--- config.mk ---
export PLATFORM = sky130hd
export DESIGN_NAME = sc_port_router
export DESIGN_NICKNAME = d
export VERILOG_FILES = /design/src/rtl/sc_port_router.sv
export SDC_FILE = /design/constraint.sdc
export NUM_CORES = 1
export LEC_CHECK = 0
export BUFFER_PORTS_ARGS = -buffer_cell sky130_fd_sc_hd__clkbuf_2
export CAP_MARGIN = 20
export CORE_AREA = 2 2 147 149
export CTS_CLUSTER_DIAMETER = 120
export DETAILED_ROUTE_END_ITERATION = 8
export DIE_AREA = 0 0 149 151
export PLACE_DENSITY_LB_ADDON = 0.2
export SLEW_MARGIN = 10
export SYNTH_ARGS = -nofsm -noshare
export SYNTH_HDL_FRONTEND = slang
export SYNTH_SLANG_ARGS = --single-unit
--- constraint.sdc ---
create_clock -name clk -period 4 [get_ports clk]
set_input_delay 0.6 -clock clk [delete_from_list [all_inputs] [get_ports clk]]
set_output_delay 0.6 -clock clk [all_outputs]
set_load 0.01 [all_outputs]
--- src/rtl/sc_port_router.sv ---
// Slow-control port router: steers one master transaction to the slave whose
// UDP port matches, and answers unmapped or silent-slave transactions itself.
module sc_port_router #(
  parameter int                   NPORTS      = 4,
  parameter logic [NPORTS*16-1:0] PORT_LIST   = {16'h1797, 16'h1978, 16'h1977, 16'h1877},
  parameter int                   TIMEOUT_CYC = 4096
) (
  input  logic                   clk,
  input  logic                   rst,
  input  logic [15:0]            sc_port,
  input  logic                   sc_frame,
  output logic                   sc_ack,
  output logic [31:0]            sc_rply_data,
  output logic [31:0]            sc_rply_error,
  output logic [NPORTS-1:0]      s_frame,
  input  logic [NPORTS-1:0]      s_ack,
  input  logic [NPORTS*32-1:0]   s_rply_data,
  input  logic [NPORTS*32-1:0]   s_rply_error,
  output logic                   busy,
  output logic [15:0]            timeout_cnt,
  output logic [15:0]            unmapped_cnt
);

  localparam int SW = (NPORTS > 1) ? $clog2(NPORTS) : 1;
  localparam int TW = $clog2(TIMEOUT_CYC + 1);
  localparam logic [TW-1:0] TLAST = TW'(TIMEOUT_CYC - 1);

  typedef enum logic [1:0] {IDLE, FWD, UNMAP, TOUT} state_t;

  state_t            state;
  logic [SW-1:0]     sel;
  logic [TW-1:0]     tcnt;
  logic              ack_seen;

  logic              hit;
  logic [SW-1:0]     hit_idx;
  logic [NPORTS-1:0] hit_mask;
  logic [NPORTS-1:0] sel_mask;
  logic              sel_ack;
  logic [31:0]       sel_data;
  logic [31:0]       sel_err;

  // Scanning from the top down lets the lowest matching index win.
  always_comb begin
    hit     = 1'b0;
    hit_idx = '0;
    for (int i = NPORTS - 1; i >= 0; i--) begin
      if (sc_port == PORT_LIST[i*16 +: 16]) begin
        hit     = 1'b1;
        hit_idx = SW'(i);
      end
    end
  end

  assign hit_mask = NPORTS'(1) << hit_idx;
  assign sel_mask = NPORTS'(1) << sel;
  assign sel_ack  = s_ack[sel];
  assign sel_data = s_rply_data[sel*32 +: 32];
  assign sel_err  = s_rply_error[sel*32 +: 32];
  assign busy     = (state != IDLE);

  always_ff @(posedge clk) begin
    if (rst) begin
      state         <= IDLE;
      sel           <= '0;
      tcnt          <= '0;
      ack_seen      <= 1'b0;
      sc_ack        <= 1'b0;
      s_frame       <= '0;
      sc_rply_data  <= '0;
      sc_rply_error <= '0;
      timeout_cnt   <= '0;
      unmapped_cnt  <= '0;
    end else begin
      case (state)
        IDLE: begin
          sc_ack  <= 1'b0;
          s_frame <= '0;
          if (sc_frame) begin
            if (hit) begin
              state    <= FWD;
              sel      <= hit_idx;
              s_frame  <= hit_mask;
              tcnt     <= '0;
              ack_seen <= 1'b0;
            end else begin
              state         <= UNMAP;
              sc_ack        <= 1'b1;
              sc_rply_data  <= '0;
              sc_rply_error <= 32'hFFFF_FFFF;
              if (unmapped_cnt != 16'hFFFF) unmapped_cnt <= unmapped_cnt + 16'd1;
            end
          end
        end

        FWD: begin
          sc_ack  <= sel_ack;
          s_frame <= sc_frame ? sel_mask : '0;
          if (sel_ack) begin
            sc_rply_data  <= sel_data;
            sc_rply_error <= sel_err;
            ack_seen      <= 1'b1;
          end
          // An ack on the terminal-count cycle keeps the transaction alive.
          if (!sc_frame && !sel_ack) begin
            state <= IDLE;
          end else if (!ack_seen && !sel_ack) begin
            tcnt <= tcnt + 1'b1;
            if (tcnt == TLAST) begin
              state         <= TOUT;
              s_frame       <= '0;
              sc_ack        <= sc_frame;
              sc_rply_data  <= '0;
              sc_rply_error <= 32'hFFFF_FFFE;
              if (timeout_cnt != 16'hFFFF) timeout_cnt <= timeout_cnt + 16'd1;
            end
          end
        end

        UNMAP, TOUT: begin
          sc_ack  <= sc_frame;
          s_frame <= '0;
          if (!sc_frame) state <= IDLE;
        end

        default: begin
          state   <= IDLE;
          sc_ack  <= 1'b0;
          s_frame <= '0;
        end
      endcase
    end
  end

endmodule

==> metrics.log <==
INFO  metric unique_cell_type_count_in_the_yosys_netlist = 52
INFO  metric max_clock_freq = 370 MHz
INFO  metric cts_htree_levels = 4
INFO  metric clk_path_buf_depth = 2
INFO  metric maximum_resistive_drop_on_vdd = 0.267 mV
INFO  metric hold-path-endpoint = sc_rply_error[26]
INFO  metric timing.hold.worst.class = reg -> reg
INFO  metric insertion_delay = 0.41 ns
INFO  metric nNetsFinal = 1277
INFO  metric die_height = 151 um
INFO  metric largest_net_degree_at_the_start_of_global_routing = 62
INFO  metric dr_total_vias = 6549
INFO  metric grt_use_met1 = 24.0%
INFO  metric fp.dieArea = 22500 um2
INFO  metric cell_chosen_for_the_clock_root = clkbuf_16
INFO  metric grt_overflow_total = 0
INFO  metric worstHoldStart = sc_rply_error[26]
INFO  metric initial_antenna_violation_count = 1
INFO  metric num-fill-cells = 2047
INFO  metric worst-endpoint-arrival = 3.06 ns
INFO  metric setup_violations = 0
INFO  metric worst_setup_hold_path_clk_slew = 0.06 ns
INFO  metric outcome = complete, no violations
INFO  metric vias_per_cell = 5.10
INFO  metric drt_first_iter_violations = 293
INFO  metric synth_edf_count = 0
INFO  metric top_usage_layer = met2
INFO  metric post-synth-top-count-cell = dfxtp_1
INFO  metric pre_cts_slack = 1.13 ns
INFO  metric synth-seq-area-share = 36.7%
INFO  metric synth_top_cell_area_share = 36.7%
INFO  metric biggest_area_contributors_in_the_synthesized_netlist = dfxtp_1 37%, mux4_2 23%, nor2_1 6.5%
INFO  metric synth.avg_cell_area = 10.3 um2
INFO  metric yosys_warn_count = 0
INFO  metric grt_pass1_vias = 6262
INFO  metric cts_tree = built
INFO  metric timing.final.crit_period = 2.70 ns
INFO  metric core_area = 20800 um2
INFO  metric post_synth_most_frequent_cells = 119 x dfxtp_1, 113 x nor2_1, 65 x mux4_2
INFO  metric detail_route.wirelength = 22800 um
INFO  metric cts_setup_buffers = 0
INFO  metric worstSetupPathType = reg -> reg
INFO  metric start_util = 31.2%
INFO  metric grt_first_pass_wirelength = 33400 um
INFO  metric first_pass_iters = 4
INFO  metric pins_over_slew_limit = 0
INFO  metric rsz_0062_raised_after_global_routing = false
INFO  metric final.setup.tns = 0 ns
INFO  metric timing.rr.end = sc_rply_data[16]
INFO  metric maxSlewHeadroom = 41.1%
INFO  metric netlist.top_cell.by_area = dfxtp_1
INFO  metric required_time_worst_endpoint = 4.36 ns
INFO  metric cts_hold_buffers = 0
INFO  metric asyncSetResetFlopFracSynth = 0%
INFO  metric number_of_clock_buffers_inserted_by_tritoncts = 17
INFO  metric power_density = 361 nW/um2
INFO  metric final.setup_skew = 0.0103 ns
INFO  metric final_antenna_net_count = 0
INFO  metric global_routing_usage_on_met3 = 4.31%
INFO  metric whs_path_depth = 1
INFO  metric postSynthNetCount = 915
INFO  metric final.period_utilization = 67.5%
INFO  metric final_hold_viol_count = 0
INFO  metric dieWidth = 149 um
INFO  metric critical_path.startpoint = sel[0]
INFO  metric groute.layer.met2.usage = 32.6%
INFO  metric tritoncts_num_sinks = 119
INFO  metric routedWlPerCell = 17.8 um
INFO  metric post_cts_resize_count = 0
INFO  metric dp_wirelength = 17800 um
INFO  metric num_rows = 53
INFO  metric number_of_flip_flops_and_latches_in_the_synthesized_netlist = 119
INFO  metric cp-start-kind = flop
INFO  metric buffer_ports.inserted = 380
INFO  metric total_i_o_pin_count = 381
INFO  metric netlist_instances = 633
INFO  metric critical_path.endpoint_type = flop
INFO  metric path_max_fanout = 32
INFO  metric max_cap_viol_count = 0
INFO  metric ys_dominant_reg_cell = dfxtp_1
INFO  metric power.leakage = 4.08 nW
INFO  metric fin_ws = 1.30 ns
INFO  metric synth.cell_area = 6490 um2
INFO  metric finalWeightedCongestion = 0.759
INFO  metric r2r-start = sel[0]
INFO  metric worst-r2r-cell-count = 5
INFO  metric syn2layout_area_growth = 43.8%
INFO  metric grt_usage = 19.2%
INFO  metric remaining_drc_errors = 0
INFO  metric r2r_setup_slack = 1.30 ns
INFO  metric worst_slew_pin_slew = 0.884 ns
INFO  metric post_route_cells_drive_above_1_share = 50.1%
INFO  metric n_antenna_cell = 0
[registers in the layout, summed over array words and instances, names as in the netlist]
| name | count |
|---|---|
| sc_rply_data | 32 |
| sc_rply_error | 32 |
| timeout_cnt | 16 |
| unmapped_cnt | 16 |
| tcnt | 13 |
| s_frame | 4 |
| sel | 2 |
| state | 2 |
| ack_seen | 1 |
| sc_ack | 1 |
[worst max-delay path by stage]
stage | endpoint | slack [ns] | cells after the start
2_1_floorplan | unmapped_cnt[14] | 1.50 | 8
3_3_place_gp | tcnt[9] | 1.18 | 6
3_5_place_dp | tcnt[9] | 1.13 | 6
4_1_cts | sc_rply_data[17] | 1.19 | 5
5_1_grt | sc_rply_data[14] | 1.05 | 5
6_report | sc_rply_data[16] | 1.30 | 5
[report_power, final]
group | switching, mW | leakage (nW) | total, mW | internal, mW
sequential | 0.0161 | 0.970 | 1.23 | 1.21
combinational | 0.138 | 2.76 | 0.327 | 0.189
clock | 0.563 | 0.344 | 1.82 | 1.26
total | 0.717 | 4.08 | 3.37 | 2.66
[routing by layer]
| metal | up-vias | share of wire (%) |
|---|---|---|
| met2 | 287 | 50 |
| li1 | 3112 | - |
| met5 | - | 0.057 |
| met1 | 3121 | 41 |
| met3 | 27 | 7.1 |
| met4 | 2 | 2.0 |
[logic make-up (layout without fill, tap and decap cells)]
group / count (synthesis) / after routing / share of synthesized area, %
fa+ha+maj: 3 / 3 / 0.578
flops: 119 / 119 / 36.7
simple gates: 226 / 226 / 17.4
xor+xnor: 27 / 27 / 3.64
buf+inv: 55 / 430 / 3.58
mux: 72 / 72 / 23.7
compound gates: 131 / 131 / 14.4
[cell type report]
type	count	area (um2)	share of cell area [%]
Clock inverter	11	215	2.30
Sequential cell	119	2390	25.6
Multi-Input combinational cell	459	3890	41.7
Clock buffer	21	492	5.26
Timing Repair Buffer	390	1980	21.2
Tap cell	275	344	3.68
Inverter	8	30.0	0.322
[per-stage QoR]
stage / power, mW / util [%] / instance area [um2] / hold slack (ns) / std cells
global placement: 1.58 / 41.5 / 8630 / 0.447 / 1251
CTS: 3.42 / 44.9 / 9340 / 0.465 / 1283
finish: 3.37 / 44.9 / 9340 / 0.460 / 1283
floorplan: 1.39 / - / 6490 / 0.480 / 633
detailed placement: 1.58 / 41.5 / 8630 / 0.452 / 1251
global route: 3.49 / 44.9 / 9340 / 0.476 / 1283
[critical path: stages, from the launching register on]
cell     delay (ns)
dfxtp_4        0.60
mux4_2         0.69
o21ai_0        0.51
nor3b_4        0.26
buf_4          0.36
a22o_1         0.21
[cells in the final DEF (no fill, tap or decap), types with 3 or more instances in the layout]
cell       instances
mux2_2             4
a22o_1            33
nor2b_1            6
nand3_1           18
inv_1              8
a21o_1             5
and2_1             3
o21a_1            31
dfxtp_1          117
clkbuf_16         18
xnor2_1           20
clkbuf_8           3
nand4_1           20
nor3_1             4
mux4_2            65
ha_1               3
and4_1             6
o21ai_0           16
nand2b_1           3
clkbuf_2         380
a21oi_1           30
nor2_1           112
or3_1              7
buf_4             10
and3_1             5
xor2_1             7
nand2_1           24
bufinv_16          6
a211oi_1           4
Power figures use the tool's default switching activity.
